### src/rtl/serial_sub_pkg.sv
`timescale 1ns/1ps
`default_nettype none
// ============================================================================
//  Module      : serial_sub_pkg
//  Description : Shared types and helpers for the digit-serial subtractor.
//                - state_t       : controller state encoding (IDLE/RUN/DONE)
//                - DEF_WIDTH     : default operand width
//                - DEF_DIGIT_W   : default digit width (bits per cycle)
//                - digit_idx_w() : width of the digit-index counter
//  Revision    : 1.0 - initial release
// ============================================================================
package serial_sub_pkg;

    localparam int DEF_WIDTH   = 16;
    localparam int DEF_DIGIT_W = 4;

    typedef enum logic [1:0] {
        IDLE = 2'd0,
        RUN  = 2'd1,
        DONE = 2'd2
    } state_t;

    // Bits needed to index N = width/digit_w digits. A single-digit
    // configuration still gets a 1-bit counter so the vector is never empty.
    function automatic int digit_idx_w(input int width, input int digit_w);
        int n;
        n = width / digit_w;
        return (n > 1) ? $clog2(n) : 1;
    endfunction

endpackage
`default_nettype wire

### src/rtl/digit_subtractor.sv
`timescale 1ns/1ps
`default_nettype none
// ============================================================================
//  Module      : digit_subtractor
//  Description : Combinational DIGIT_W-bit subtract slice computing
//                {o_carry, o_diff} = i_a + ~i_b + i_carry.
//                A carry of 1 out of the slice means "no borrow".
//  Ports       : i_a     [DIGIT_W] minuend digit
//                i_b     [DIGIT_W] subtrahend digit
//                i_carry [1]       carry in (1 for the least significant digit)
//                o_diff  [DIGIT_W] difference digit
//                o_carry [1]       carry out
//  Revision    : 1.0 - initial release
// ============================================================================
module digit_subtractor #(
    parameter int DIGIT_W = 4
) (
    input  logic [DIGIT_W-1:0] i_a,
    input  logic [DIGIT_W-1:0] i_b,
    input  logic               i_carry,
    output logic [DIGIT_W-1:0] o_diff,
    output logic               o_carry
);

    logic [DIGIT_W:0] w_sum;

    assign w_sum   = {1'b0, i_a} + {1'b0, ~i_b} + {{DIGIT_W{1'b0}}, i_carry};
    assign o_diff  = w_sum[DIGIT_W-1:0];
    assign o_carry = w_sum[DIGIT_W];

endmodule
`default_nettype wire

### src/rtl/serial_subtractor.sv
`timescale 1ns/1ps
`default_nettype none
// ============================================================================
//  Module      : serial_subtractor
//  Description : Digit-serial subtractor, f = a - b, one DIGIT_W-bit digit per
//                clock, least significant digit first. Reports signed
//                overflow and unsigned borrow. start/done handshake; a new
//                operation may be accepted in IDLE or on the DONE cycle.
//  Ports       : clk    [1]     rising-edge clock
//                rst    [1]     synchronous active-high reset
//                start  [1]     request; sampled only in IDLE or DONE
//                a      [WIDTH] minuend, captured on the accepted start edge
//                b      [WIDTH] subtrahend, captured on the accepted start edge
//                busy   [1]     high while the operation is in progress
//                done   [1]     one-cycle pulse, result valid
//                f      [WIDTH] result (held until the next completion)
//                ovf    [1]     signed overflow of a - b
//                borrow [1]     unsigned borrow (a < b)
//  Options     : SERIAL_SUB_SATURATE_EN - when defined, f is clamped to the
//                signed extreme on overflow (0x7FF..F if a >= 0, else
//                0x800..0). Flags are unaffected.
//  Revision    : 1.0 - initial release
// ============================================================================
module serial_subtractor
    import serial_sub_pkg::*;
#(
    parameter int WIDTH   = DEF_WIDTH,
    parameter int DIGIT_W = DEF_DIGIT_W
) (
    input  logic             clk,
    input  logic             rst,
    input  logic             start,
    input  logic [WIDTH-1:0] a,
    input  logic [WIDTH-1:0] b,
    output logic             busy,
    output logic             done,
    output logic [WIDTH-1:0] f,
    output logic             ovf,
    output logic             borrow
);

    localparam int c_N_DIGITS = WIDTH / DIGIT_W;
    localparam int c_KW       = digit_idx_w(WIDTH, DIGIT_W);
    localparam logic [c_KW-1:0] c_LAST_K = c_KW'(c_N_DIGITS - 1);

    // Configuration guard: the digit width must tile the operand exactly.
    generate
        if ((WIDTH % DIGIT_W) != 0) begin : g_param_check
            $error("serial_subtractor: DIGIT_W must divide WIDTH");
        end
    endgenerate

    state_t             r_state;
    state_t             w_state_next;
    logic [WIDTH-1:0]   r_a;
    logic [WIDTH-1:0]   r_b;
    logic [WIDTH-1:0]   r_res;
    logic               r_carry;
    logic [c_KW-1:0]    r_k;

    logic [DIGIT_W-1:0] w_a_dig;
    logic [DIGIT_W-1:0] w_b_dig;
    logic [DIGIT_W-1:0] w_diff;
    logic               w_cout;
    logic [WIDTH-1:0]   w_res_next;
    logic [WIDTH-1:0]   w_f_final;
    logic               w_ovf;
    logic               w_last;
    logic               w_accept;

    // ------------------------------------------------------------------
    // Digit datapath: select digit k of each latched operand, subtract it
    // in the single shared slice, and merge the result digit back.
    // ------------------------------------------------------------------
    always_comb begin
        w_a_dig    = r_a[int'(r_k) * DIGIT_W +: DIGIT_W];
        w_b_dig    = r_b[int'(r_k) * DIGIT_W +: DIGIT_W];
        w_res_next = r_res;
        w_res_next[int'(r_k) * DIGIT_W +: DIGIT_W] = w_diff;
    end

    digit_subtractor #(
        .DIGIT_W (DIGIT_W)
    ) u_digit (
        .i_a     (w_a_dig),
        .i_b     (w_b_dig),
        .i_carry (r_carry),
        .o_diff  (w_diff),
        .o_carry (w_cout)
    );

    // Overflow only possible when the operand signs differ; then the result
    // must carry the sign of a, otherwise it wrapped.
    assign w_ovf = (r_a[WIDTH-1] != r_b[WIDTH-1]) &&
                   (w_res_next[WIDTH-1] != r_a[WIDTH-1]);

`ifdef SERIAL_SUB_SATURATE_EN
    always_comb begin
        w_f_final = w_res_next;
        if (w_ovf) begin
            w_f_final = r_a[WIDTH-1] ? {1'b1, {(WIDTH-1){1'b0}}}
                                     : {1'b0, {(WIDTH-1){1'b1}}};
        end
    end
`else
    assign w_f_final = w_res_next;
`endif

    // ------------------------------------------------------------------
    // Controller
    // ------------------------------------------------------------------
    assign w_last   = (r_k == c_LAST_K);
    assign w_accept = start && ((r_state == IDLE) || (r_state == DONE));

    always_comb begin
        w_state_next = r_state;
        case (r_state)
            IDLE:    if (start)  w_state_next = RUN;
            RUN:     if (w_last) w_state_next = DONE;
            DONE:    w_state_next = start ? RUN : IDLE;
            default: w_state_next = IDLE;
        endcase
    end

    always_ff @(posedge clk) begin
        if (rst) begin
            r_state <= IDLE;
            r_a     <= '0;
            r_b     <= '0;
            r_res   <= '0;
            r_carry <= 1'b0;
            r_k     <= '0;
            f       <= '0;
            ovf     <= 1'b0;
            borrow  <= 1'b0;
        end else begin
            r_state <= w_state_next;
            if (w_accept) begin
                r_a     <= a;
                r_b     <= b;
                r_res   <= '0;
                // Carry-in of 1 supplies the "+1" of the two's complement.
                r_carry <= 1'b1;
                r_k     <= '0;
            end else if (r_state == RUN) begin
                r_res   <= w_res_next;
                r_carry <= w_cout;
                r_k     <= w_last ? '0 : r_k + c_KW'(1);
                // Visible outputs only move on the edge that enters DONE.
                if (w_last) begin
                    f      <= w_f_final;
                    ovf    <= w_ovf;
                    borrow <= ~w_cout;
                end
            end
        end
    end

    assign busy = (r_state == RUN);
    assign done = (r_state == DONE);

endmodule
`default_nettype wire

### config.mk
export PLATFORM = sky130hd
export DESIGN_NAME = serial_subtractor
export DESIGN_NICKNAME = d
export VERILOG_FILES = /design/src/rtl/serial_sub_pkg.sv /design/src/rtl/digit_subtractor.sv /design/src/rtl/serial_subtractor.sv
export SDC_FILE = /design/constraint.sdc
export NUM_CORES = 1
export LEC_CHECK = 0
export ABC_AREA = 1
export CAP_MARGIN = 0
export CORE_AREA = 2 2 89 91
export DETAILED_ROUTE_END_ITERATION = 16
export DIE_AREA = 0 0 91 93
export PLACE_DENSITY = 0.69
export REMOVE_ABC_BUFFERS = 1
export SLEW_MARGIN = 10
export SYNTH_ARGS = -nofsm -noshare
export SYNTH_HDL_FRONTEND = slang
export SYNTH_SLANG_ARGS = --single-unit
### constraint.sdc
create_clock -name clk -period 7.1 [get_ports clk]
set_input_delay 1.065 -clock clk [delete_from_list [all_inputs] [get_ports clk]]
set_output_delay 1.065 -clock clk [all_outputs]
set_load 0.02 [all_outputs]
==> impl_metrics.toml, run 1 <==
[run_status]
status = "complete, no violations"

[global_routing]
grt_pass1_vias = 2663
grt_pass1_wl_mm = 11.7
grt_overflow = 0
grt_usage_pct = 17.1
grt_start_max_net_pins = 37
grt_antenna_before_repair = 0

[timing]
rsz0062_at_grt = "false"
relSlewSlack_pct = 44.2
setup_viol = 0
finalWorstSetupSlack_ns = 3.80
clock_skew_ns = 0.00728
worst_pin_slew_ns = 0.835
finalCritPeriodShare_pct = 46.5
finalHoldViolCount = 0
fin_setup_tns_ns = 0
max_freq_mhz = 303
slew_violations = 0
period_minus_slack_ns = 3.30

[synthesis]
ys_seq_area_share_pct = 43.4
ys_warn_count = 0
syn-mean-instance-area_um2 = 7.39
ys_ff_latch = 71
syn_inst = 443
synthDistinctLibCells = 29
syn_area_mm2 = 0.00327

[cts]
cts_resized = 0
clockBufferDepth = 2
cts_buffers = 9
path_clk_slew_ns = 0.08
post_cts_buffers = 0
cts_tree = "built"
cts_root_buf = "clkbuf_8"
postCtsHoldBufs = 0
clk_latency_ns = 0.35
clkSinkCount = 71
htreeDepth = 3

[setup_path]
critical_path_required_ns = 7.35
crit_path_start_kind = "flip-flop"
cp-end-kind = "flip-flop"
arrival_ns = 3.55
crit_type = "flip-flop to flip-flop"
path_max_fanout = 26

[detailed_routing]
avgViaCountPerCell = 4.88
vias = 2899
drcViolationCount = 0
post_drt_wl_per_cell_um = 11.9
dr.pass1.iters = 4
ant_nets = 0
routed_wl_mm = 7.05
drt_iter0_drc = 103

[power_and_ir_drop]
p_int_mw = 0.705
ir_worst_vdd_v = 0.0000958
clkPwrFrac_pct = 38.3
pwr-share-comb_pct = 16.7
p_leak_nw = 1.84
power_density_mw_per_mm2 = 237
switchingPower_mw = 0.262
swShare_pct = 27.1
seq_power_share_pct = 45.0

[die]
die_h_um = 93
placementRows = 32
start_util_pct = 43.5
coreArea_mm2 = 0.00753
die-area_mm2 = 0.00846
die_w_um = 91
pin_count = 55

[placement]
place.gp.congestion = 0.824
placed_cell_area_mm2 = 0.00384
portBuffers = 54
dp_hpwl_mm = 4.90
place_ws_ns = 3.82

[final_layout]
final_cell_area_mm2 = 0.00408
post_route_cells_drive_above_1_share_pct = 5.89
diodes = 0
layout.nets = 533
area_growth_pct = 24.6

[job]
drv_cap = 0

[min_path]
min_path_type = "flip-flop to flip-flop"
[through the flow]
stage / utilization (%) / power (mW) / std cells / hold slack (ns)
floorplan: - / 0.551 / 421 / 0.450
finish: 54.1 / 0.967 / 594 / 0.478
global placement: 51.1 / 0.602 / 578 / 0.460
detailed placement: 51.1 / 0.606 / 578 / 0.467
global route: 54.1 / 1.01 / 594 / 0.506
CTS: 54.1 / 0.974 / 594 / 0.484
[cell usage after synthesis]
library cell	instances	share of area, %
a311oi_1	1	0.27
a21oi_1	27	4.1
a32o_1	4	1.2
nand3_1	8	1.2
nor2_1	81	9.3
ha_1	9	3.4
fa_1	2	1.2
o21ai_1	8	1.2
nand4_1	2	0.38
nor2_2	1	0.19
xnor2_1	1	0.27
nand2_1	35	4.0
or2_2	1	0.19
nor2_4	2	0.69
o21a_1	5	1.1
nand2_4	1	0.34
nor3_1	1	0.15
inv_4	2	0.38
buf_2	5	0.76
o21bai_1	9	2.1
o22ai_1	14	2.7
nor2_8	1	0.61
o21ai_0	68	10
inv_1	62	7.1
clkbuf_1	15	1.7
buf_6	2	0.69
dfxtp_1	71	43
inv_2	4	0.46
o32ai_1	1	0.27
[power groups by stage]
| stage | registers [mW] | clock network [mW] | logic [mW] |
|---|---|---|---|
| finish | 0.435 | 0.370 | 0.161 |
| global route | 0.438 | 0.393 | 0.183 |
| CTS | 0.435 | 0.376 | 0.162 |
| detailed placement | 0.444 | 0 | 0.161 |
| global placement | 0.444 | 0 | 0.158 |
| floorplan | 0.441 | 0 | 0.111 |
[routing by layer]
metal	up-vias	GRT usage [%]	share of wire, %
met3	11	3.95	4.8
li1	1526	-	-
met5	-	0	0
met1	1303	20.8	47
met2	59	29.3	47
met4	0	6.82	1.6
[final timing paths]
path	from	end	slack (ns)	depth (start not counted)
worst max register to register	r_k[0]	r_res[13]	3.80	10
worst min register to register	r_a[7]	r_a[7]	0.48	2
worst min-delay path	r_a[7]	r_a[7]	0.48	2
worst max-delay path	r_k[0]	r_res[13]	3.80	10
[layout make-up]
| cell class | instances | area, um^2 |
|---|---|---|
| Timing Repair Buffer | 55 | 548 |
| Multi-Input combinational cell | 282 | 1490 |
| Clock inverter | 5 | 80.1 |
| Clock buffer | 11 | 151 |
| Sequential cell | 71 | 1420 |
| Fill cell | 749 | 3450 |
| Inverter | 68 | 260 |
| Tap cell | 102 | 128 |
[layout by cell type, fill, tap and decap left out, types with 2 or more instances in the layout]
master	synthesis	layout
a21oi_1	27	27
a32o_1	4	4
bufinv_16	0	2
clkbuf_8	0	11
clkdlybuf4s50_1	0	54
clkinvlp_4	0	2
dfxtp_1	71	71
fa_1	2	2
ha_1	9	9
inv_1	62	62
inv_2	4	4
inv_4	2	2
nand2_1	35	35
nand3_1	8	8
nand4_1	2	2
nor2_1	81	81
nor2_4	2	2
o21a_1	5	5
o21ai_0	68	68
o21ai_1	8	8
o21bai_1	9	9
o22ai_1	14	14
[critical path: stages (launching register included)]
cell and delay [ns]:
dfxtp_1 0.87, inv_1 0.52, o21ai_0 0.29, o22ai_1 0.11
fa_1 0.39, inv_1 0.10, fa_1 0.45, nand3_1 0.14
o22ai_1 0.12, o21ai_0 0.16, inv_1 0.05
[state kept, by name, indices dropped and copies added (netlist names)]
| signal | cells |
|---|---|
| r_k | 2 |
| r_carry | 1 |
| r_a | 16 |
| r_state | 2 |
| ovf | 1 |
| f | 16 |
| r_b | 16 |
| borrow | 1 |
| r_res | 16 |
[logic make-up after synthesis]
kind of cell               share of synthesized area [%]
AOI/OAI and AO/OA                                   23.4
xor gates and xnor gates                           0.268
DFF                                                 43.4
and+or+nand+nor                                     17.1
adders and majority gates                           4.67
buffers and inverters                               11.1
Power figures use the tool's default switching activity.
==> run 2: changes to the inputs <==
==> constraint.sdc (replaced) <==
create_clock -name clk -period 3.4 [get_ports clk]
set_input_delay 0.51 -clock clk [delete_from_list [all_inputs] [get_ports clk]]
set_output_delay 0.51 -clock clk [all_outputs]
set_load 0.02 [all_outputs]
==> run 2 against run 1 <==
Maximum frequency increased by 20%. Largest power group unchanged. Critical path type unchanged. Global-route usage increased by 0.92 points. Largest cell class unchanged. Highest routed layer unchanged. Utilization unchanged.
==> impl_metrics.toml, run 2 (same netlist as run 1, synthesis figures left out) <==
[setup_path]
r2r_slack_ns = 0.66
critical_path_required_ns = 3.64
cp-end-kind = "flip-flop"
crit_path_start_kind = "flip-flop"
path_cells = "inv_1 > o21ai_0 > o22ai_1 > fa_1 > inv_1 > fa_1 > xnor2_1 > nor2_1 > nand2_1 > o22ai_1 > o21ai_0 > inv_1"
ff2ff_path_depth = 12
crit_type = "flip-flop to flip-flop"
r2r_start = "r_k[1]"
slowest_delay_ns = 0.43
r2r-end = "r_res[14]"
crit_top_cell = "inv_1"
arrival_ns = 2.98
path_max_fanout = 16
crit_slowest_cell = "inv_1"

[timing]
relSlewSlack_pct = 58.1
worst_pin_slew_ns = 0.628
period_minus_slack_ns = 2.74
setup_viol = 0
clock_skew_ns = 0.00895
slew_violations = 0
finalCritPeriodShare_pct = 80.7
fin_setup_tns_ns = 0
rsz0062_at_grt = "false"
finalHoldViolCount = 0
max_freq_mhz = 364

[cts]
cts_root_buf = "clkbuf_8"
htreeDepth = 3
path_clk_slew_ns = 0.07
clkSinkCount = 71
postCtsHoldBufs = 0
clockBufferDepth = 2
clk_latency_ns = 0.34
post_cts_buffers = 0
cts_resized = 0
cts_buffers = 9
cts_tree = "built"

[min_path]
hold_depth = 2
hold_end = "f[15]"
hp-start = "f[15]"
min_path_type = "flip-flop to flip-flop"

[global_routing]
grt_pass1_vias = 2893
grt_pass1_wl_mm = 12.3
grt_usage_pct = 18.0
grt_use_met2_pct = 33.3
grt_util_met3_pct = 5.40
grt.busiest_layer = "met2"
grt_antenna_before_repair = 0
grt_overflow = 0
use_met1_pct = 19.4
grt_start_max_net_pins = 37

[power_and_ir_drop]
p_leak_nw = 1.84
power_density_mw_per_mm2 = 481
ir_worst_vdd_v = 0.000248
power_mw = 1.96

[final_layout]
final_common_cell = "nor2_1"
area_growth_pct = 24.6
multi_input_area_mm2 = 0.00149
post_route_cells_drive_above_1_share_pct = 6.09
final_cell_mix = "81 x nor2_1, 71 x dfxtp_1, 68 x o21ai_0"
area.sequential_mm2 = 0.00142
final_cell_area_mm2 = 0.00408
layout.nets = 535
diodes = 0
fillers = 782

[die]
die_w_um = 91
start_util_pct = 43.5
pin_count = 55
die_h_um = 93
coreArea_mm2 = 0.00753
die-area_mm2 = 0.00846
placementRows = 32

[placement]
place.gp.congestion = 0.827
placed_cell_area_mm2 = 0.00386
portBuffers = 54
dp_hpwl_mm = 5.06

[job]
drv_cap = 0

[detailed_routing]
routed_wl_mm = 7.17
ant_nets = 0
post_drt_wl_per_cell_um = 12.1
drt_iter0_drc = 110
dr.pass1.iters = 4
vias = 2917
drcViolationCount = 0
avgViaCountPerCell = 4.90

[run_status]
status = "complete, no violations"
-- run 2: per-stage QoR --
stage / std cells / hold slack [ns] / utilization, % / setup WS, ns
2_1_floorplan: 421 / 0.450 / - / 0.627
5_1_grt: 595 / 0.493 / 54.1 / 0.357
4_1_cts: 595 / 0.477 / 54.1 / 0.683
3_5_place_dp: 580 / 0.466 / 51.3 / 0.709
3_3_place_gp: 580 / 0.460 / 51.3 / 0.804
6_report: 595 / 0.475 / 54.1 / 0.656
-- run 2: cell type report --
cell class              count  share of cell area [%]
well taps                 102                    3.13
repair buffers             57                    13.8
clock inverters             2                   0.921
clock buffers              13                    4.39
multi-input cells         282                    36.5
flip-flops and latches     71                    34.9
inverters                  68                    6.39
-- run 2: worst max-delay path: cells and delay by family, from the launching register on --
family                     cells  cell delay [ns]
AOI/OAI and AO/OA              4             0.62
adders and majority gates      2             0.61
buffers and inverters          3             0.55
DFF                            1             0.42
xor gates and xnor gates       1             0.24
and+or+nand+nor                2             0.19
-- run 2: worst max-delay path by stage --
stage | startpoint | end | slack [ns] | cells past startpoint
2_1_floorplan | r_k[0] | r_res[13] | 0.63 | 10
3_3_place_gp | r_k[1] | r_res[14] | 0.80 | 12
3_5_place_dp | r_k[1] | r_res[14] | 0.71 | 12
4_1_cts | r_k[1] | r_res[14] | 0.68 | 12
5_1_grt | r_k[1] | r_res[14] | 0.36 | 12
6_report | r_k[1] | r_res[14] | 0.66 | 12
-- run 2: where the power goes --
part | internal [mW] | leakage [nW] | switching (mW)
sequential | 0.880 | 0.582 | 0.0234
clock | 0.415 | 0.108 | 0.298
combinational | 0.141 | 1.15 | 0.204
-- run 2: layer usage --
metal / wire (um) / vias to the layer above
li1: - / 1522
met1: 3120 / 1321
met2: 3630 / 64
met3: 341 / 10
met4: 88 / 0
met5: 0 / -
==> run 3: changes to the inputs <==
==> constraint.sdc (replaced) <==
create_clock -name clk -period 2.6 [get_ports clk]
set_input_delay 0.39 -clock clk [delete_from_list [all_inputs] [get_ports clk]]
set_output_delay 0.39 -clock clk [all_outputs]
set_load 0.02 [all_outputs]
==> run 3 against run 2 <==
Register-to-register slack got worse by 0.46 ns. Die area did not move. Non-clock buffer count rose by 4. Power rose by 32%. Clock power rose by 31%. Utilization rose by 0.76 points. Critical endpoint unchanged. Clock skew fell by 0.0015 ns. Flip-flop and latch count did not move. Combinational power rose by 37%.
==> impl_metrics.toml, run 3 (same netlist as run 1, synthesis figures left out) <==
[detailed_routing]
drt_iter0_drc = 106
post_drt_wl_per_cell_um = 11.9
vias = 2929
avgViaCountPerCell = 4.88
drcViolationCount = 0
routed_wl_mm = 7.17
dr.pass1.iters = 4
ant_nets = 0

[setup_path]
critical_path_required_ns = 2.84
crit_path_start = "r_k[0]"
r2r-end = "r_res[14]"
r2r_slack_ns = 0.19
arrival_ns = 2.65
crit_slowest_cell = "fa_1"
crit_path_start_kind = "flip-flop"
ff2ff_path_depth = 12
slowest_delay_ns = 0.42
r2r_start = "r_k[0]"
path_cells = "buf_12 > o21ai_0 > o22ai_1 > fa_1 > inv_1 > fa_1 > xnor2_2 > nor2_1 > nand2_1 > o22ai_1 > o21ai_0 > inv_1"
cp-end-kind = "flip-flop"
path_max_fanout = 25
crit_type = "flip-flop to flip-flop"

[die]
die_w_um = 91
die-area_mm2 = 0.00846
die_h_um = 93
placementRows = 32
start_util_pct = 43.5
pin_count = 55
coreArea_mm2 = 0.00753

[run_status]
status = "complete, no violations"

[timing]
worst_pin_slew_ns = 0.424
whs_ns = 0.480
finalCritPeriodShare_pct = 92.6
relSlewSlack_pct = 71.6
clock_skew_ns = 0.00743
max_freq_mhz = 415
setup_viol = 0
period_minus_slack_ns = 2.41
rsz0062_at_grt = "false"
finalWorstSetupSlack_ns = 0.192
finalHoldViolCount = 0
slew_violations = 0

[min_path]
min_path_type = "flip-flop to flip-flop"
hp-start = "f[15]"
hold_depth = 2
hold_end = "f[15]"

[cts]
clk_latency_ns = 0.34
cts_buffers = 9
cts_tree = "built"
clkSinkCount = 71
path_clk_slew_ns = 0.07
postCtsHoldBufs = 0
htreeDepth = 3
clockBufferDepth = 2
cts_root_buf = "clkbuf_8"

[final_layout]
final_cell_mix = "81 x nor2_1, 71 x dfxtp_1, 68 x o21ai_0"
post_route_cells_drive_above_1_share_pct = 7.83
multi_input_area_mm2 = 0.00150
area_growth_pct = 26.3
area.sequential_mm2 = 0.00142
layout.nets = 539
fin_util_pct = 54.9
fillers = 768
diodes = 0
final_common_cell = "nor2_1"
fin_cells = 600

[job]
drv_cap = 0

[global_routing]
grt_util_met3_pct = 3.22
grt_usage_pct = 17.8
grt_overflow = 0
grt_use_met2_pct = 31.5
grt_start_max_net_pins = 37
grt_antenna_before_repair = 0
use_met1_pct = 20.9
grt_pass1_vias = 2822
grt_pass1_wl_mm = 12.3
grt.busiest_layer = "met2"

[power_and_ir_drop]
p_leak_nw = 1.87
power_density_mw_per_mm2 = 626
power_mw = 2.59
ir_worst_vdd_v = 0.000272

[placement]
placedCellCount = 584
dp_hpwl_mm = 5.17
place_ws_ns = 0.0985
portBuffers = 54
place.gp.congestion = 0.850
==> run 3: cell types whose count changed in the layout (fill, tap and decap cells not counted), sizes merged <==
cell | previous run | this run
clkbuf | 13 | 12
buf | 3 | 7
clkinvlp | 1 | 3
==> run 3: what timing repair did <==
action,4_1_cts,5_1_grt
resized for setup,0,7
buffers inserted,0,0
setup endpoints to repair,0,9
==> run 3: final cells by class <==
class	count	share of cell area [%]
tap	102	3.09
multi-input combinational	282	36.3
inverter	68	6.30
timing repair buffer	61	14.7
sequential	71	34.4
clock buffer	12	4.00
clock inverter	4	1.27
==> run 3: per-stage QoR <==
stage / cell area (um^2) / TNS (ns)
floorplan: 3170 / -1.50
global placement: 3890 / 0
detailed placement: 3890 / 0
CTS: 4110 / 0
global route: 4130 / 0
finish: 4130 / 0
==> run 3: metal layers <==
metal / wire, um / vias to the layer above
li1: - / 1534
met3: 321 / 11
met2: 3440 / 66
met4: 104 / 0
met5: 0 / -
met1: 3300 / 1318
==> run 3: how the worst max path moves through the flow <==
stage	slack, ns	endpoint	cells past startpoint
after global routing	0.02	r_res[6]	12
after detailed placement	0.1	r_res[6]	12
final	0.19	r_res[14]	12
after CTS	0.09	r_res[6]	12
after global placement	0.15	r_res[6]	12
after floorplan	-0.17	r_res[13]	10
==> run 3: worst max-delay path, delay by kind of cell, from the launching register on <==
family                     cells  cell delay, ns
xor gates and xnor gates       1            0.23
and+or+nand+nor                2            0.22
AOI/OAI and AO/OA              4            0.56
buffers and inverters          3            0.28
adders and majority gates      2            0.62
DFF                            1            0.40
==> run 3: power by group <==
group / switching [mW] / leakage [nW] / internal (mW)
sequential: 0.0318 / 0.582 / 1.15
clock: 0.410 / 0.101 / 0.521
combinational: 0.274 / 1.18 / 0.199
total: 0.716 / 1.87 / 1.87
